## src/rtl/sys_ctrl.sv

```systemverilog
`default_nettype none
// ============================================================================
// Module   : sys_ctrl
// Purpose  : Command sequencer from UART RX bytes to register file and ALU
//            strobes. Returns read data and ALU results on the UART TX path.
// Revision : 1.0 - initial release
// ============================================================================
module sys_ctrl #(
    parameter int DATA_WIDTH = 8,
    parameter int ADDR_WIDTH = 4,
    parameter int FUN_WIDTH  = 4,
    parameter int OPA_ADDR   = 0,
    parameter int OPB_ADDR   = 1
) (
    input  logic                    CLK,
    input  logic                    RST,
    input  logic [DATA_WIDTH-1:0]   RX_P_DATA,
    input  logic                    RX_D_VLD,
    input  logic [DATA_WIDTH-1:0]   RdData,
    input  logic                    RdData_Valid,
    input  logic [2*DATA_WIDTH-1:0] ALU_OUT,
    input  logic                    ALU_OUT_VLD,
    input  logic                    TX_BUSY,
    output logic                    WrEn,
    output logic                    RdEn,
    output logic [ADDR_WIDTH-1:0]   Address,
    output logic [DATA_WIDTH-1:0]   WrData,
    output logic                    ALU_EN,
    output logic [FUN_WIDTH-1:0]    ALU_FUN,
    output logic                    CLK_EN,
    output logic [DATA_WIDTH-1:0]   TX_P_DATA,
    output logic                    TX_D_VLD
);

    localparam logic [DATA_WIDTH-1:0] CMD_WRITE  = DATA_WIDTH'(8'hAA);
    localparam logic [DATA_WIDTH-1:0] CMD_READ   = DATA_WIDTH'(8'hBB);
    localparam logic [DATA_WIDTH-1:0] CMD_ALU_OP = DATA_WIDTH'(8'hCC);
    localparam logic [DATA_WIDTH-1:0] CMD_ALU_NO = DATA_WIDTH'(8'hDD);

    typedef enum logic [3:0] {
        IDLE     = 4'd0,
        WR_ADDR  = 4'd1,
        WR_DATA  = 4'd2,
        RD_ADDR  = 4'd3,
        RD_WAIT  = 4'd4,
        OPA      = 4'd5,
        OPB      = 4'd6,
        FUN      = 4'd7,
        ALU_WAIT = 4'd8,
        TX_LO    = 4'd9,
        TX_HI    = 4'd10
    } state_t;

    state_t                    state, state_nx;
    logic [ADDR_WIDTH-1:0]     addr_hold, addr_hold_nx;
    logic [2*DATA_WIDTH-1:0]   result, result_nx;
    logic                      two_byte, two_byte_nx;
    logic                      wr_en_nx, rd_en_nx, alu_en_nx, clk_en_nx, tx_vld_nx;
    logic [ADDR_WIDTH-1:0]     address_nx;
    logic [DATA_WIDTH-1:0]     wr_data_nx, tx_data_nx;
    logic [FUN_WIDTH-1:0]      alu_fun_nx;

    always_ff @(posedge CLK or posedge RST) begin
        if (RST) begin
            state     <= IDLE;
            addr_hold <= '0;
            result    <= '0;
            two_byte  <= 1'b0;
            WrEn      <= 1'b0;
            RdEn      <= 1'b0;
            Address   <= '0;
            WrData    <= '0;
            ALU_EN    <= 1'b0;
            ALU_FUN   <= '0;
            CLK_EN    <= 1'b0;
            TX_P_DATA <= '0;
            TX_D_VLD  <= 1'b0;
        end else begin
            state     <= state_nx;
            addr_hold <= addr_hold_nx;
            result    <= result_nx;
            two_byte  <= two_byte_nx;
            WrEn      <= wr_en_nx;
            RdEn      <= rd_en_nx;
            Address   <= address_nx;
            WrData    <= wr_data_nx;
            ALU_EN    <= alu_en_nx;
            ALU_FUN   <= alu_fun_nx;
            CLK_EN    <= clk_en_nx;
            TX_P_DATA <= tx_data_nx;
            TX_D_VLD  <= tx_vld_nx;
        end
    end

    always_comb begin
        state_nx     = state;
        addr_hold_nx = addr_hold;
        result_nx    = result;
        two_byte_nx  = two_byte;
        wr_en_nx     = 1'b0;
        rd_en_nx     = 1'b0;
        alu_en_nx    = 1'b0;
        address_nx   = Address;
        wr_data_nx   = WrData;
        alu_fun_nx   = ALU_FUN;
        tx_data_nx   = TX_P_DATA;
        tx_vld_nx    = TX_D_VLD;

        case (state)
            IDLE: begin
                if (RX_D_VLD) begin
                    case (RX_P_DATA)
                        CMD_WRITE:  state_nx = WR_ADDR;
                        CMD_READ:   state_nx = RD_ADDR;
                        CMD_ALU_OP: state_nx = OPA;
                        CMD_ALU_NO: state_nx = FUN;
                        default:    state_nx = IDLE;
                    endcase
                end
            end
            // Address is held privately so the Address port keeps its last strobe value
            WR_ADDR: begin
                if (RX_D_VLD) begin
                    addr_hold_nx = RX_P_DATA[ADDR_WIDTH-1:0];
                    state_nx     = WR_DATA;
                end
            end
            WR_DATA: begin
                if (RX_D_VLD) begin
                    wr_en_nx   = 1'b1;
                    address_nx = addr_hold;
                    wr_data_nx = RX_P_DATA;
                    state_nx   = IDLE;
                end
            end
            RD_ADDR: begin
                if (RX_D_VLD) begin
                    rd_en_nx   = 1'b1;
                    address_nx = RX_P_DATA[ADDR_WIDTH-1:0];
                    state_nx   = RD_WAIT;
                end
            end
            RD_WAIT: begin
                if (RdData_Valid) begin
                    result_nx   = {{DATA_WIDTH{1'b0}}, RdData};
                    two_byte_nx = 1'b0;
                    state_nx    = TX_LO;
                end
            end
            OPA: begin
                if (RX_D_VLD) begin
                    wr_en_nx   = 1'b1;
                    address_nx = ADDR_WIDTH'(OPA_ADDR);
                    wr_data_nx = RX_P_DATA;
                    state_nx   = OPB;
                end
            end
            OPB: begin
                if (RX_D_VLD) begin
                    wr_en_nx   = 1'b1;
                    address_nx = ADDR_WIDTH'(OPB_ADDR);
                    wr_data_nx = RX_P_DATA;
                    state_nx   = FUN;
                end
            end
            FUN: begin
                if (RX_D_VLD) begin
                    alu_en_nx  = 1'b1;
                    alu_fun_nx = RX_P_DATA[FUN_WIDTH-1:0];
                    state_nx   = ALU_WAIT;
                end
            end
            ALU_WAIT: begin
                if (ALU_OUT_VLD) begin
                    result_nx   = ALU_OUT;
                    two_byte_nx = 1'b1;
                    state_nx    = TX_LO;
                end
            end
            // Request once the transmitter is free, release once it reports busy
            TX_LO, TX_HI: begin
                if (!TX_D_VLD) begin
                    if (!TX_BUSY) begin
                        tx_vld_nx  = 1'b1;
                        tx_data_nx = (state == TX_LO) ? result[DATA_WIDTH-1:0]
                                                      : result[2*DATA_WIDTH-1:DATA_WIDTH];
                    end
                end else if (TX_BUSY) begin
                    tx_vld_nx = 1'b0;
                    state_nx  = (state == TX_LO && two_byte) ? TX_HI : IDLE;
                end
            end
            default: state_nx = IDLE;
        endcase

        clk_en_nx = (state_nx == FUN) || (state_nx == ALU_WAIT);
    end

endmodule
`default_nettype wire
```

## config.mk

```make
export PLATFORM = sky130hd
export DESIGN_NAME = sys_ctrl
export DESIGN_NICKNAME = d
export VERILOG_FILES = /design/src/rtl/sys_ctrl.sv
export SDC_FILE = /design/constraint.sdc
export NUM_CORES = 1
export LEC_CHECK = 0
export BUFFER_PORTS_ARGS = -buffer_cell sky130_fd_sc_hd__buf_2
export CORE_MARGIN = 4
export CORE_UTILIZATION = 50
export DETAILED_ROUTE_END_ITERATION = 10
export GPL_TIMING_DRIVEN = 0
export PLACE_DENSITY = 0.76
export SETUP_SLACK_MARGIN = 0.1
export SLEW_MARGIN = 40
export SYNTH_ARGS = -nofsm -noshare
export SYNTH_HDL_FRONTEND = slang
export SYNTH_SLANG_ARGS = --single-unit
```

## constraint.sdc

```tcl
create_clock -name CLK -period 6.6 [get_ports CLK]
set_clock_uncertainty 0.2 [all_clocks]
set_input_delay 1.98 -clock CLK [delete_from_list [all_inputs] [get_ports CLK]]
set_output_delay 1.98 -clock CLK [all_outputs]
set_load 0.1 [all_outputs]
```

* After elaboration in Yosys (flattened, before gate mapping)
Index checks and enable logic that the tools add are counted.
** Word-level totals
- Bits in registers :: 54
- Word-level logic and storage cells :: 81
** Cells by class
- Bitwise logic cells :: 2
- Mux-type cells :: 31
- Equality and inequality tests :: 22
- Reduce and logical (&&, ||, !) cells :: 13
** Operators by type and width (number)
- 4-bit two-way mux :: 16
- 4-bit case mux with 10 select lines :: 1
- 8-bit equality test (second input constant) :: 4
- 16-bit two-way mux :: 2
- 16-bit case mux with 2 select lines :: 1
- 4-bit by 3-bit equality test with 1-bit output (second input constant) :: 5
- 4-bit equality test (second input constant) :: 4
- 4-bit case mux with 4 select lines :: 1
- 2-bit != test (second input constant) :: 6
- 3-bit case mux with 4 select lines :: 1
- 4-bit by 2-bit equality test with 1-bit output (second input constant) :: 2
- 8-bit two-way mux :: 1
- 1-bit two-way mux :: 7
- 2-bit AND reduction :: 3
- 3-bit AND reduction :: 2
- 5-bit AND reduction :: 1
- 4-bit by 1-bit equality test with 1-bit output (second input constant) :: 1
- 4-bit zero test :: 1
- 4-bit nonzero test :: 1
- 3-bit OR reduction :: 1
- 1-bit inverter :: 2
- 1-bit case mux with 2 select lines :: 1
- 2-bit nonzero test :: 1
- 2-bit OR reduction :: 1
- 2 further kinds :: 2

* Logic depth before layout (Yosys ltp)
- Depth in word-level cells :: 8
- Gate-level depth with buffers :: 7

* Least setup slack after synthesis
OpenSTA, ideal clock, no wires.
- Path kind :: input-to-reg
- Start :: input RX_D_VLD
- End :: register WrData[0]
- Stages on the path :: 4
- Arrival time :: 2.987 ns
- Path buffers :: 1
- Setup slack :: 3.287 ns
- Path through :: buf_2 > inv_1 > nor3_4 > mux2_4
** Between the ends
- Word-level cells in the longest chain between the ends :: 1
** Ends and longest elaborated chain
- start, declared :: RTL line 18 : input logic RX_D_VLD,
- 2-bit AND reduction (no source line)
- end signal, assigned :: RTL line 86 : WrData <= wr_data_nx;
- end, declared :: RTL line 27 : output logic [DATA_WIDTH-1:0] WrData,
Every way passes these cells.
A chain may end at the register's enable or synchronous reset.

* Worst setup path in the final report
- Start :: register TX_D_VLD
- End :: output TX_D_VLD
** RTL lines
- start, declared :: RTL line 32 : output logic TX_D_VLD
- start signal, assigned :: RTL line 91 : TX_D_VLD <= tx_vld_nx;
No word-level cell between the ends.

==> out/results.ini <==
[run_status]
status=finished, final reports clean

[worst_setup_path]
criticalPathCategory=flip-flop to output pin
cp.required_ns=4.42
critPathTopFamily=buffers and inverters
crit_arrival_ns=1.15
cpMaxStageDelayCell=buf_2
crit_path_end=TX_D_VLD
worst_setup_path_start_kind=flip-flop
endpoint_kind=output pin
worstPathMaxFanout=5
cp_num_cells=1
ff2ff_path_depth=6
crit_start=TX_D_VLD$_DFFE_PP0P_
critical-path-max-stage-delay_ns=0.45
worstReg2RegEnd=result[3]$_DFFE_PP0P_
cp_num_buf_inv=1
r2r_slack_ns=4.55
crit_chain=buf_2
reg2reg_from=state[0]$_DFF_PP0_

[sta]
max_slew.worst_pin.slew_ns=0.5956
final_hold_viol_count=0
drv_slew=0
max_freq_mhz=300.5
timing.final.crit_share_pct=50.41
setup_viol=0
grt_setup_unrepaired=false
min_period_ns=3.327
slew_headroom_pct=60.16
setup_tns_ns=0

[synthesis]
syn_area_sq_um=2557
synth_flop_cell=dfrtp_1
avgSynthCellArea_sq_um=11.42
async_flop_share_pct=100.0
yosysWarnings=0
synth_edf_count=0
synth_seq_cells=54
ys_seq_area_share_pct=52.84
syn_nets=262
yosysUniqueCellTypes=45
synth_cells=224

[floorplan]
die_w_um=79.52
start_util_pct=52.75
die_area_sq_um=6323
ios=67
core_area_sq_um=4848
num_rows=25
fp.dieH_um=79.52

[clock_tree]
clockBufferDepth=2
cts_resized=0
cts_buffers=5
ctsRootBufferMaster=clkbuf_8
clk_pin_slew_ns=0.09
cts-hold-fix-buffers=0
clock_latency_ns=0.30
tritoncts=yes
postCtsSetupRepairBufs=0
htreeDepth=2
clkSinkCount=54

[drt]
detail_route.wirelength_mm=5.571
dr_total_vias=1940
ant_nets=0
drcViolationCount=0
drtIter0Drc=101
routedWlPerCell_um=15.26
firstDrtPassIters=5
vias_per_cell=5.315

[global_routing]
overflow=0
top_usage_layer=met2
grtUsageTotal_pct=18.66
grt_max_degree=32
grt_pass1_wl_mm=9.211
grt_pass1_vias=1870
antenna_found_initial=0
grt.met1_usage_pct=27.19
use_met2_pct=28.55
grt.met3_usage_pct=3.725

[placed_design]
place_congestion=0.7710
hpwl_mm=4.107
place_area_sq_um=2989
io_buffers=65

[cells_and_area]
fillers=419
diodes=0
drive_gt1_share_pct=34.23
areaGrowthSynthToFinish_pct=20.45
final_cell_area_sq_um=3080
nets=335

[power]
ir_worst_vdd_mv=0.4141
cellLeakagePower_nw=1.527
power.density_cell_area_nw_per_um2=388.0

[job]
cap_violations=0

[worst_hold_path]
hold_path_class=flip-flop to flip-flop

==> area by class of cell <==
class / instances / area, sq um / share of cell area (%)
Multi-Input combinational cell: 154 / 1114 / 36.15
Inverter: 4 / 17.52 / 0.5686
Clock inverter: 1 / 5.005 / 0.1625
Timing Repair Buffer: 66 / 345.3 / 11.21
Sequential cell: 54 / 1351 / 43.87
Tap cell: 67 / 83.83 / 2.721
Clock buffer: 7 / 86.33 / 2.803
Buffer: 12 / 77.57 / 2.518
==> cells in the mapped netlist (2+ instances only) <==
cell type / n / share of area, %
a22oi_1: 4 / 1.2
nand4_1: 3 / 0.73
mux2_1: 4 / 1.8
nor4bb_1: 2 / 0.78
mux2_2: 4 / 1.8
or3_1: 2 / 0.49
and3_1: 2 / 0.49
dfrtp_1: 54 / 53
nor2_1: 2 / 0.29
o21ai_1: 23 / 4.5
clkbuf_1: 3 / 0.44
and3b_1: 2 / 0.69
o211ai_1: 2 / 0.59
mux2i_1: 17 / 6.7
buf_6: 3 / 1.3
xnor2_1: 2 / 0.69
inv_1: 4 / 0.59
nand2_1: 31 / 4.5
a21oi_1: 4 / 0.78
nor2b_1: 4 / 0.98
a22o_1: 8 / 2.7
o21ai_0: 4 / 0.78
buf_2: 5 / 0.98
mux2_4: 8 / 4.7
a21o_1: 3 / 0.88
nand3_1: 4 / 0.78
and2_1: 2 / 0.49
==> flip-flops by register name (all words and copies together), names as in the netlist <==
signal     count
Address        4
two_byte       1
WrData         8
state          4
addr_hold      4
RdEn           1
CLK_EN         1
result        16
ALU_EN         1
ALU_FUN        4
WrEn           1
TX_P_DATA      8
TX_D_VLD       1
==> report_power, final <==
| group | switching, mW | total (mW) | internal (mW) |
|---|---|---|---|
| logic | 0.382 | 0.532 | 0.150 |
| registers | 0.0520 | 0.477 | 0.425 |
| clock network | 0.102 | 0.187 | 0.0849 |
==> cell usage in the layout, fill, tap and decap left out, drive strengths merged, types with 2 or more instances in the layout <==
master  synthesis  routed
nor3            2       2
nor2b           4       4
nor2            3       3
and3            2       2
nand3           4       4
inv             4       4
nand4           3       3
mux2i          17      17
and3b           2       2
or3             2       2
and2            2       2
nand2          31      31
clkbuf          3      10
and2b           2       2
xnor2           2       2
a21o            3       3
dfrtp          54      54
o21ai          29      29
mux2           16      16
a22o            8       8
o211ai          2       2
buf             9      75
a21oi           5       5
a22oi           4       4
nor4bb          2       2
==> worst min path at each step <==
stage	startpoint	end	slack, ns	cells past startpoint
floorplan	two_byte$_DFFE_PP0P_	two_byte$_DFFE_PP0P_	0.25	1
global placement	TX_P_DATA[3]$_DFFE_PP0P_	TX_P_DATA[3]$_DFFE_PP0P_	0.26	2
detailed placement	TX_P_DATA[7]$_DFFE_PP0P_	TX_P_DATA[7]$_DFFE_PP0P_	0.27	2
CTS	TX_P_DATA[7]$_DFFE_PP0P_	TX_P_DATA[7]$_DFFE_PP0P_	0.29	2
global route	result[9]$_DFFE_PP0P_	result[9]$_DFFE_PP0P_	0.32	1
finish	TX_P_DATA[7]$_DFFE_PP0P_	TX_P_DATA[7]$_DFFE_PP0P_	0.28	2
==> per-stage QoR <==
step	util, %	std cells	setup slack, ns	total power [mW]	hold WS (ns)
floorplan	-	224	3.105	0.9179	0.2502
global placement	61.19	356	2.487	1.001	0.2642
detailed placement	61.65	357	3.051	1.016	0.2699
CTS	63.54	365	3.258	1.205	0.2915
global route	63.54	365	3.179	1.258	0.3195
finish	63.54	365	3.273	1.195	0.2840
==> cell families after synthesis <==
kind of cell              after synthesis  synth area share (%)
and+or+nand+nor                        63                 13.36
AOI/OAI and AO/OA                      56                 14.63
DFF                                    54                 52.84
muxes                                  33                 14.87
buffers and inverters                  16                 3.620
xor gates and xnor gates                2                0.6851
==> metal layers <==
layer / vias to the layer above / routed length, um / part of all wire, %
met5: - / 0 / 0
met4: 0 / 63 / 1.1
met3: 5 / 196 / 3.5
met2: 40 / 2621 / 47
met1: 942 / 2689 / 48
li1: 953 / - / -
Note: power is estimated with default switching activity, not from simulation.
